[src/rtl/gemm_pkg.sv]
// Shared types and constants for the systolic GEMM array sequencer.
// Also used by the testbench.
package gemm_pkg;

   localparam int N_DEF     = 4;
   localparam int K_MAX_DEF = 256;
   localparam int KW_DEF    = $clog2(K_MAX_DEF + 1);

   typedef enum logic [2:0] {
      IDLE,
      CLEAR,
      FEED,
      FLUSH,
      DRAIN,
      DONE
   } state_e;

   // Skewed feed: lane N-1 starts N-1 cycles late, so it finishes k+N-1 cycles after lane 0 starts.
   function automatic int feed_len(input int k, input int n);
      return k + n - 1;
   endfunction

   localparam int FEED_LEN_MAX_DEF = feed_len(K_MAX_DEF, N_DEF);

endpackage

[src/rtl/gemm_skew_gen.sv]
// Per-lane skewed operand read enables and k indices for a feed step t.
// Lane i is active for t in [i, i+k_len).
module gemm_skew_gen #(
   parameter int N  = 4,
   parameter int KW = 9,
   parameter int TW = 10
) (
   input  logic [TW-1:0]   t_i,
   input  logic [KW-1:0]   k_len_i,
   output logic [N-1:0]    rd_en_o,
   output logic [N*KW-1:0] rd_k_o
);

   for (genvar i = 0; i < N; i++) begin : g_lane
      localparam logic [TW-1:0] LANE = TW'(i);
      logic lane_en;

      // The subtraction is only meaningful once t has reached the lane offset.
      assign lane_en = (t_i >= LANE) && ((t_i - LANE) < TW'(k_len_i));
      assign rd_en_o[i] = lane_en;
      assign rd_k_o[i*KW +: KW] = lane_en ? KW'(t_i - LANE) : '0;
   end

endmodule

[src/rtl/gemm_array_ctrl.sv]
// Job sequencer for the N x N systolic GEMM array: clear, skewed feed,
// flush, then drain of N result rows over valid/ready.
module gemm_array_ctrl
   import gemm_pkg::*;
#(
   parameter int N         = N_DEF,
   parameter int K_MAX     = K_MAX_DEF,
   parameter int KW        = $clog2(K_MAX + 1),
   parameter int FLUSH_CYC = N
) (
   input  logic                 clk,
   input  logic                 reset,
   input  logic                 start,
   input  logic [KW-1:0]        k_len,
   output logic                 busy,
   output logic                 done,
   output logic                 err,
   output logic                 array_clear,
   output logic [N-1:0]         rd_en,
   output logic [N*KW-1:0]      rd_k,
   output logic                 res_valid,
   output logic [$clog2(N)-1:0] res_row,
   input  logic                 res_ready
);

   // t must reach K_MAX+N-2 without wrapping.
   localparam int TW  = $clog2(K_MAX + N - 1);
   localparam int RW  = $clog2(N);
   localparam int FCW = $clog2(FLUSH_CYC + 1);

   state_e          state_q, state_d;
   logic [KW-1:0]   k_q, k_d;
   logic [TW-1:0]   t_q, t_d;
   logic [FCW-1:0]  fc_q, fc_d;
   logic [RW-1:0]   row_q, row_d;

   logic            busy_q, busy_d;
   logic            done_q, done_d;
   logic            err_q, err_d;
   logic            clear_q, clear_d;
   logic [N-1:0]    rd_en_q, rd_en_d;
   logic [N*KW-1:0] rd_k_q, rd_k_d;
   logic            res_valid_q, res_valid_d;
   logic [RW-1:0]   res_row_q, res_row_d;

   logic [TW-1:0]   t_last;
   logic            k_ok;
   logic [N-1:0]    skew_en;
   logic [N*KW-1:0] skew_k;

   assign t_last = TW'(feed_len(int'(k_q), N) - 1);
   assign k_ok   = (k_len != '0) && (k_len <= KW'(K_MAX));

   // Fed with next-state values so the registered enables line up with the FEED cycle they belong to.
   gemm_skew_gen #(
      .N  (N),
      .KW (KW),
      .TW (TW)
   ) u_skew (
      .t_i     (t_d),
      .k_len_i (k_d),
      .rd_en_o (skew_en),
      .rd_k_o  (skew_k)
   );

   always_ff @(posedge clk) begin
      // NOTE: sequential state uses <= so every register samples pre-edge values regardless of statement order.
      if (reset) begin
         state_q     <= IDLE;
         k_q         <= '0;
         t_q         <= '0;
         fc_q        <= '0;
         row_q       <= '0;
         busy_q      <= 1'b0;
         done_q      <= 1'b0;
         err_q       <= 1'b0;
         clear_q     <= 1'b0;
         rd_en_q     <= '0;
         rd_k_q      <= '0;
         res_valid_q <= 1'b0;
         res_row_q   <= '0;
      end else begin
         state_q     <= state_d;
         k_q         <= k_d;
         t_q         <= t_d;
         fc_q        <= fc_d;
         row_q       <= row_d;
         busy_q      <= busy_d;
         done_q      <= done_d;
         err_q       <= err_d;
         clear_q     <= clear_d;
         rd_en_q     <= rd_en_d;
         rd_k_q      <= rd_k_d;
         res_valid_q <= res_valid_d;
         res_row_q   <= res_row_d;
      end
   end

   always_comb begin
      // NOTE: every variable gets a default first, so no path through the case can infer a latch.
      state_d = state_q;
      k_d     = k_q;
      t_d     = t_q;
      fc_d    = fc_q;
      row_d   = row_q;
      err_d   = 1'b0;
      unique case (state_q)
         IDLE: begin
            if (start) begin
               if (k_ok) begin
                  k_d     = k_len;
                  state_d = CLEAR;
               end else begin
                  err_d = 1'b1;
               end
            end
         end
         CLEAR: begin
            t_d     = '0;
            state_d = FEED;
         end
         FEED: begin
            if (t_q == t_last) begin
               fc_d    = '0;
               state_d = FLUSH;
            end else begin
               t_d = t_q + TW'(1);
            end
         end
         FLUSH: begin
            if (fc_q == FCW'(FLUSH_CYC - 1)) begin
               row_d   = '0;
               state_d = DRAIN;
            end else begin
               fc_d = fc_q + FCW'(1);
            end
         end
         DRAIN: begin
            if (res_valid_q && res_ready) begin
               if (row_q == RW'(N - 1)) begin
                  state_d = DONE;
               end else begin
                  row_d = row_q + RW'(1);
               end
            end
         end
         DONE:    state_d = IDLE;
         default: state_d = IDLE;
      endcase
   end

   always_comb begin
      busy_d      = (state_d != IDLE);
      done_d      = (state_d == DONE);
      clear_d     = (state_d == CLEAR);
      res_valid_d = (state_d == DRAIN);
      res_row_d   = res_valid_d ? row_d : '0;
      rd_en_d     = '0;
      rd_k_d      = '0;
      if (state_d == FEED) begin
         rd_en_d = skew_en;
         rd_k_d  = skew_k;
      end
   end

   assign busy        = busy_q;
   assign done        = done_q;
   assign err         = err_q;
   assign array_clear = clear_q;
   assign rd_en       = rd_en_q;
   assign rd_k        = rd_k_q;
   assign res_valid   = res_valid_q;
   assign res_row     = res_row_q;

endmodule

[config.mk]
export PLATFORM = sky130hd
export DESIGN_NAME = gemm_array_ctrl
export DESIGN_NICKNAME = d
export VERILOG_FILES = /design/src/rtl/gemm_pkg.sv /design/src/rtl/gemm_skew_gen.sv /design/src/rtl/gemm_array_ctrl.sv
export SDC_FILE = /design/constraint.sdc
export NUM_CORES = 1
export LEC_CHECK = 0
export CORE_AREA = 2 2 101 78
export CTS_BUF_LIST = sky130_fd_sc_hd__clkbuf_8 sky130_fd_sc_hd__clkbuf_16
export CTS_CLUSTER_DIAMETER = 60
export DETAILED_ROUTE_END_ITERATION = 8
export DIE_AREA = 0 0 103 80
export GPL_TIMING_DRIVEN = 0
export PLACE_DENSITY = 0.84
export SYNTH_ARGS = -nofsm -noshare
export SYNTH_HDL_FRONTEND = slang
export SYNTH_SLANG_ARGS = --single-unit
[constraint.sdc]
create_clock -name clk -period 11.3 [get_ports clk]
set_input_delay 3.39 -clock clk [delete_from_list [all_inputs] [get_ports clk]]
set_output_delay 3.39 -clock clk [all_outputs]
set_load 0.01 [all_outputs]
==> summary.json <==
{
  "status": {
    "run_status": "finished clean"
  },
  "worst_setup_path": {
    "critical_path.startpoint_type": "primary input",
    "worstPathArrival_ps": 8030,
    "reg2reg_depth": 21,
    "critPathKind": "primary input to flip-flop",
    "critPathCaptureType": "flip-flop",
    "worst-path-max-fanout": 10,
    "register_to_register_setup_slack_ps": 5510,
    "regToRegStartpoint": "k_q[1]$_SDFF_PP0_",
    "crit_required_ps": 11590,
    "end_of_the_worst_register_to_register_path": "rd_k[34]$_SDFF_PP0_"
  },
  "layout": {
    "mostFrequentLayoutCell": "sky130_fd_sc_hd__dfxtp_1",
    "n_antenna_cell": 0,
    "final_layout_size_suffix_gt1_share_pct": 9.542,
    "layout.filler_cells": 585,
    "nets": 577,
    "final_core_utilization_pct": 70.58,
    "syn_to_final_growth_pct": 22.39,
    "final_cell_mix": "73 x sky130_fd_sc_hd__dfxtp_1, 60 x sky130_fd_sc_hd__nor2_1, 59 x sky130_fd_sc_hd__clkdlybuf4s50_1, 44 x sky130_fd_sc_hd__ha_1, 23 x sky130_fd_sc_hd__nand2_1"
  },
  "logic_synthesis": {
    "dominant_combinational_cell_family_by_area_after_synthesis": "simple AND/OR/NAND/NOR gates",
    "synth-adder-area-share_pct": 13.21,
    "ys_dominant_reg_cell": "sky130_fd_sc_hd__dfxtp_1",
    "simple_gate_share_of_the_synthesized_area_pct": 24.40,
    "synth.mux.area_fraction_pct": 3.691,
    "synth_nets": 507,
    "post_synth_xor_area_fraction_pct": 4.202,
    "async_reset_ff_share_pct": 0,
    "synth.cell_area_mm2": 0.004169,
    "synth.yosys.seq_area_share_pct": 35.05,
    "synth_enable_flop_cells": 0,
    "syn-instance-count": 450,
    "synth_compound_area_share_pct": 15.85,
    "ys_ff_latch": 73,
    "synth_cell_types": 65,
    "ys.warnings.count": 0,
    "post_synth.cell_area_avg_um2": 9.264
  },
  "sta": {
    "timing.final.crit_share_pct": 68.54,
    "final_period_minus_worst_setup_slack_ps": 7745,
    "worstMarginPinSlew_ps": 817.3,
    "max_freq_mhz": 129.1,
    "grt_setup_unrepaired": "no",
    "fin_setup_tns_ps": 0,
    "finalClockSkew_ps": 8.306,
    "final_max_slew_viol_count": 0,
    "setup-violations-final": 0,
    "relSlewSlack_pct": 43.95,
    "timing.final.hold_violations": 0
  },
  "clock_network": {
    "htreeDepth": 3,
    "max-clock-path-buffers": 2,
    "tritoncts": "built",
    "clock-sinks": 73,
    "cts.clk_slew.worst_paths_ps": 80,
    "hold_buffer_count_at_cts": 0,
    "cts_buffers": 9,
    "ctsResizeCount": 0,
    "clock_insertion_delay_worst_skew_ps": 350,
    "postCtsSetupRepairBufs": 0,
    "cts_root_buf": "sky130_fd_sc_hd__clkbuf_8"
  },
  "floorplan": {
    "row_count": 27,
    "initial_core_util_pct": 57.67,
    "core_area_mm2": 0.007229,
    "die_x_um": 103,
    "die_height_um": 80,
    "ios": 60,
    "die_outline_area_mm2": 0.008240
  },
  "grt": {
    "gr-usage-met2_pct": 44.35,
    "global_route.usage.met3_pct": 8.144,
    "busiest_layer": "met2",
    "antenna_found_initial": 0,
    "grt_start_max_net_pins": 14,
    "grt_pass1_vias": 3647,
    "globalRouteTotalUtil_pct": 29.06,
    "grt_overflow_total": 0,
    "grtUsageMet1_pct": 39.74,
    "grt_first_pass_wirelength_mm": 18.09
  },
  "route": {
    "drt_first_iter_violations": 334,
    "post_drt_wl_per_cell_um": 18.41,
    "num_vias": 3820,
    "finalWirelength_mm": 11.51,
    "drtPass1Iterations": 5,
    "antenna_violating_nets_post_route": 0,
    "drt-vias-per-instance": 6.112,
    "route.detailed.drc": 0
  },
  "placed_design": {
    "hpwl_after_detailed_placement_mm": 8.420,
    "gp_routability_congestion": 1.001,
    "placement.io_buffers": 59
  },
  "flow_run": {
    "number_of_maximum_capacitance_constraint_violations": 0
  },
  "worst_hold_path": {
    "worstHoldStart": "fc_q[0]$_SDFFE_PP0P_",
    "whs_endpoint": "fc_q[0]$_SDFFE_PP0P_",
    "min-delay-path-class": "flip-flop to flip-flop",
    "min_delay_path_depth": 2
  },
  "pwr": {
    "p_leak_nw": 2.057,
    "maximum_ir_drop_on_the_vdd_rail_mv": 0.1051,
    "power.density_mw_per_mm2": 111.6
  }
}
==> Yosys cell counts, types with 3 or more instances <==
library cell / number / area (µm²)
sky130_fd_sc_hd__a211oi_1: 9 / 67.56
sky130_fd_sc_hd__o21ai_0: 10 / 50.05
sky130_fd_sc_hd__nor3b_1: 13 / 97.59
sky130_fd_sc_hd__or4b_1: 3 / 30.03
sky130_fd_sc_hd__nor3_1: 12 / 60.06
sky130_fd_sc_hd__dfxtp_1: 73 / 1461
sky130_fd_sc_hd__inv_1: 14 / 52.55
sky130_fd_sc_hd__a2111oi_4: 3 / 82.58
sky130_fd_sc_hd__nand4_1: 10 / 62.56
sky130_fd_sc_hd__a22oi_1: 3 / 22.52
sky130_fd_sc_hd__clkbuf_1: 5 / 18.77
sky130_fd_sc_hd__a21oi_1: 14 / 70.07
sky130_fd_sc_hd__buf_2: 6 / 30.03
sky130_fd_sc_hd__buf_4: 3 / 22.52
sky130_fd_sc_hd__and4_1: 3 / 26.28
sky130_fd_sc_hd__nor2b_1: 7 / 43.79
sky130_fd_sc_hd__nand2_1: 23 / 86.33
sky130_fd_sc_hd__o31a_1: 6 / 52.55
sky130_fd_sc_hd__nand3_1: 14 / 70.07
sky130_fd_sc_hd__nor2_1: 60 / 225.2
sky130_fd_sc_hd__mux2i_1: 8 / 80.08
sky130_fd_sc_hd__ha_1: 44 / 550.5
sky130_fd_sc_hd__xor2_1: 5 / 43.79
sky130_fd_sc_hd__xnor2_1: 15 / 131.4
sky130_fd_sc_hd__nor4_1: 16 / 100.1
sky130_fd_sc_hd__a21o_1: 19 / 142.6
sky130_fd_sc_hd__and2_1: 6 / 37.54
sky130_fd_sc_hd__inv_2: 3 / 11.26
==> sequential cells by signal, summed over array words and instances (netlist names) <==
register,flops
err,1
res_row,2
res_valid,1
done,1
t_q,9
row_q,2
rd_k,36
state_q,3
array_clear,1
fc_q,3
rd_en,4
k_q,9
busy,1
==> per-stage QoR <==
stage          worst slack [ps]  power, mW  hold WS, ps  cell area, µm²  std cells
2_1_floorplan              4556     0.3250        454.4            4169        450
3_3_place_gp               3478     0.3478        470.1            4886        610
3_5_place_dp               3342     0.3506        508.9            4886        610
4_1_cts                    3652     0.5705        537.5            5102        625
5_1_grt                    3444     0.5941        561.4            5102        625
6_report                   3555     0.5696        530.5            5102        625
==> worst max path at each step <==
stage | start | endpoint | slack (ps) | cells after the start
floorplan | k_len[0] | rd_k[7]$_SDFF_PP0_ | 4560 | 16
global placement | k_len[0] | rd_k[7]$_SDFF_PP0_ | 3480 | 17
detailed placement | k_len[0] | rd_k[34]$_SDFF_PP0_ | 3340 | 17
CTS | k_len[0] | rd_k[24]$_SDFF_PP0_ | 3650 | 17
global route | k_len[1] | rd_k[34]$_SDFF_PP0_ | 3440 | 17
finish | k_len[0] | rd_k[3]$_SDFF_PP0_ | 3560 | 17
==> routing by layer <==
| metal | routed length (µm) | up-vias |
|---|---|---|
| li1 | - | 1789 |
| met1 | 4926 | 1791 |
| met2 | 5159 | 201 |
| met3 | 1118 | 39 |
| met4 | 302 | 0 |
| met5 | 0 | - |
==> cells by family after synthesis <==
family	after synthesis
adder cells (fa/ha/maj)	44
AND/OR/NAND/NOR	186
flip-flops	73
AO/OA/AOI/OAI	81
buffers and inverters	33
multiplexers	13
XOR/XNOR	20
==> layout make-up <==
| class | instances | area [µm²] | share of cell area (%) |
|---|---|---|---|
| plain buffers | 16 | 86.33 | 1.692 |
| clock buffers | 9 | 123.9 | 2.428 |
| clock inverters | 6 | 92.59 | 1.815 |
| inverters | 17 | 63.81 | 1.251 |
| multi-input cells | 344 | 2557 | 50.12 |
| flip-flops and latches | 73 | 1461 | 28.64 |
| well taps | 101 | 126.4 | 2.477 |
| repair buffers | 59 | 590.6 | 11.57 |
==> power by group <==
part | total (mW) | switching [mW] | internal, mW
registers | 0.264 | 0.00368 | 0.261
logic | 0.0835 | 0.0476 | 0.0360
clock network | 0.222 | 0.0978 | 0.124
==> critical path, cell delays in order <==
cell and delay [ps]:
sky130_fd_sc_hd__clkdlybuf4s50_1 440, sky130_fd_sc_hd__nor4_1 290, sky130_fd_sc_hd__nand2_1 140, sky130_fd_sc_hd__xor2_1 270, sky130_fd_sc_hd__nand2_1 330, sky130_fd_sc_hd__mux2i_1 750
sky130_fd_sc_hd__ha_1 370, sky130_fd_sc_hd__a21o_1 180, sky130_fd_sc_hd__a21o_1 170, sky130_fd_sc_hd__a21o_1 170, sky130_fd_sc_hd__a21o_1 180, sky130_fd_sc_hd__a21oi_1 170
sky130_fd_sc_hd__nor2b_1 70, sky130_fd_sc_hd__o21ai_0 180, sky130_fd_sc_hd__or4b_2 620, sky130_fd_sc_hd__buf_2 210, sky130_fd_sc_hd__nor2_1 100
No activity file was read; power rests on OpenSTA's default activity.
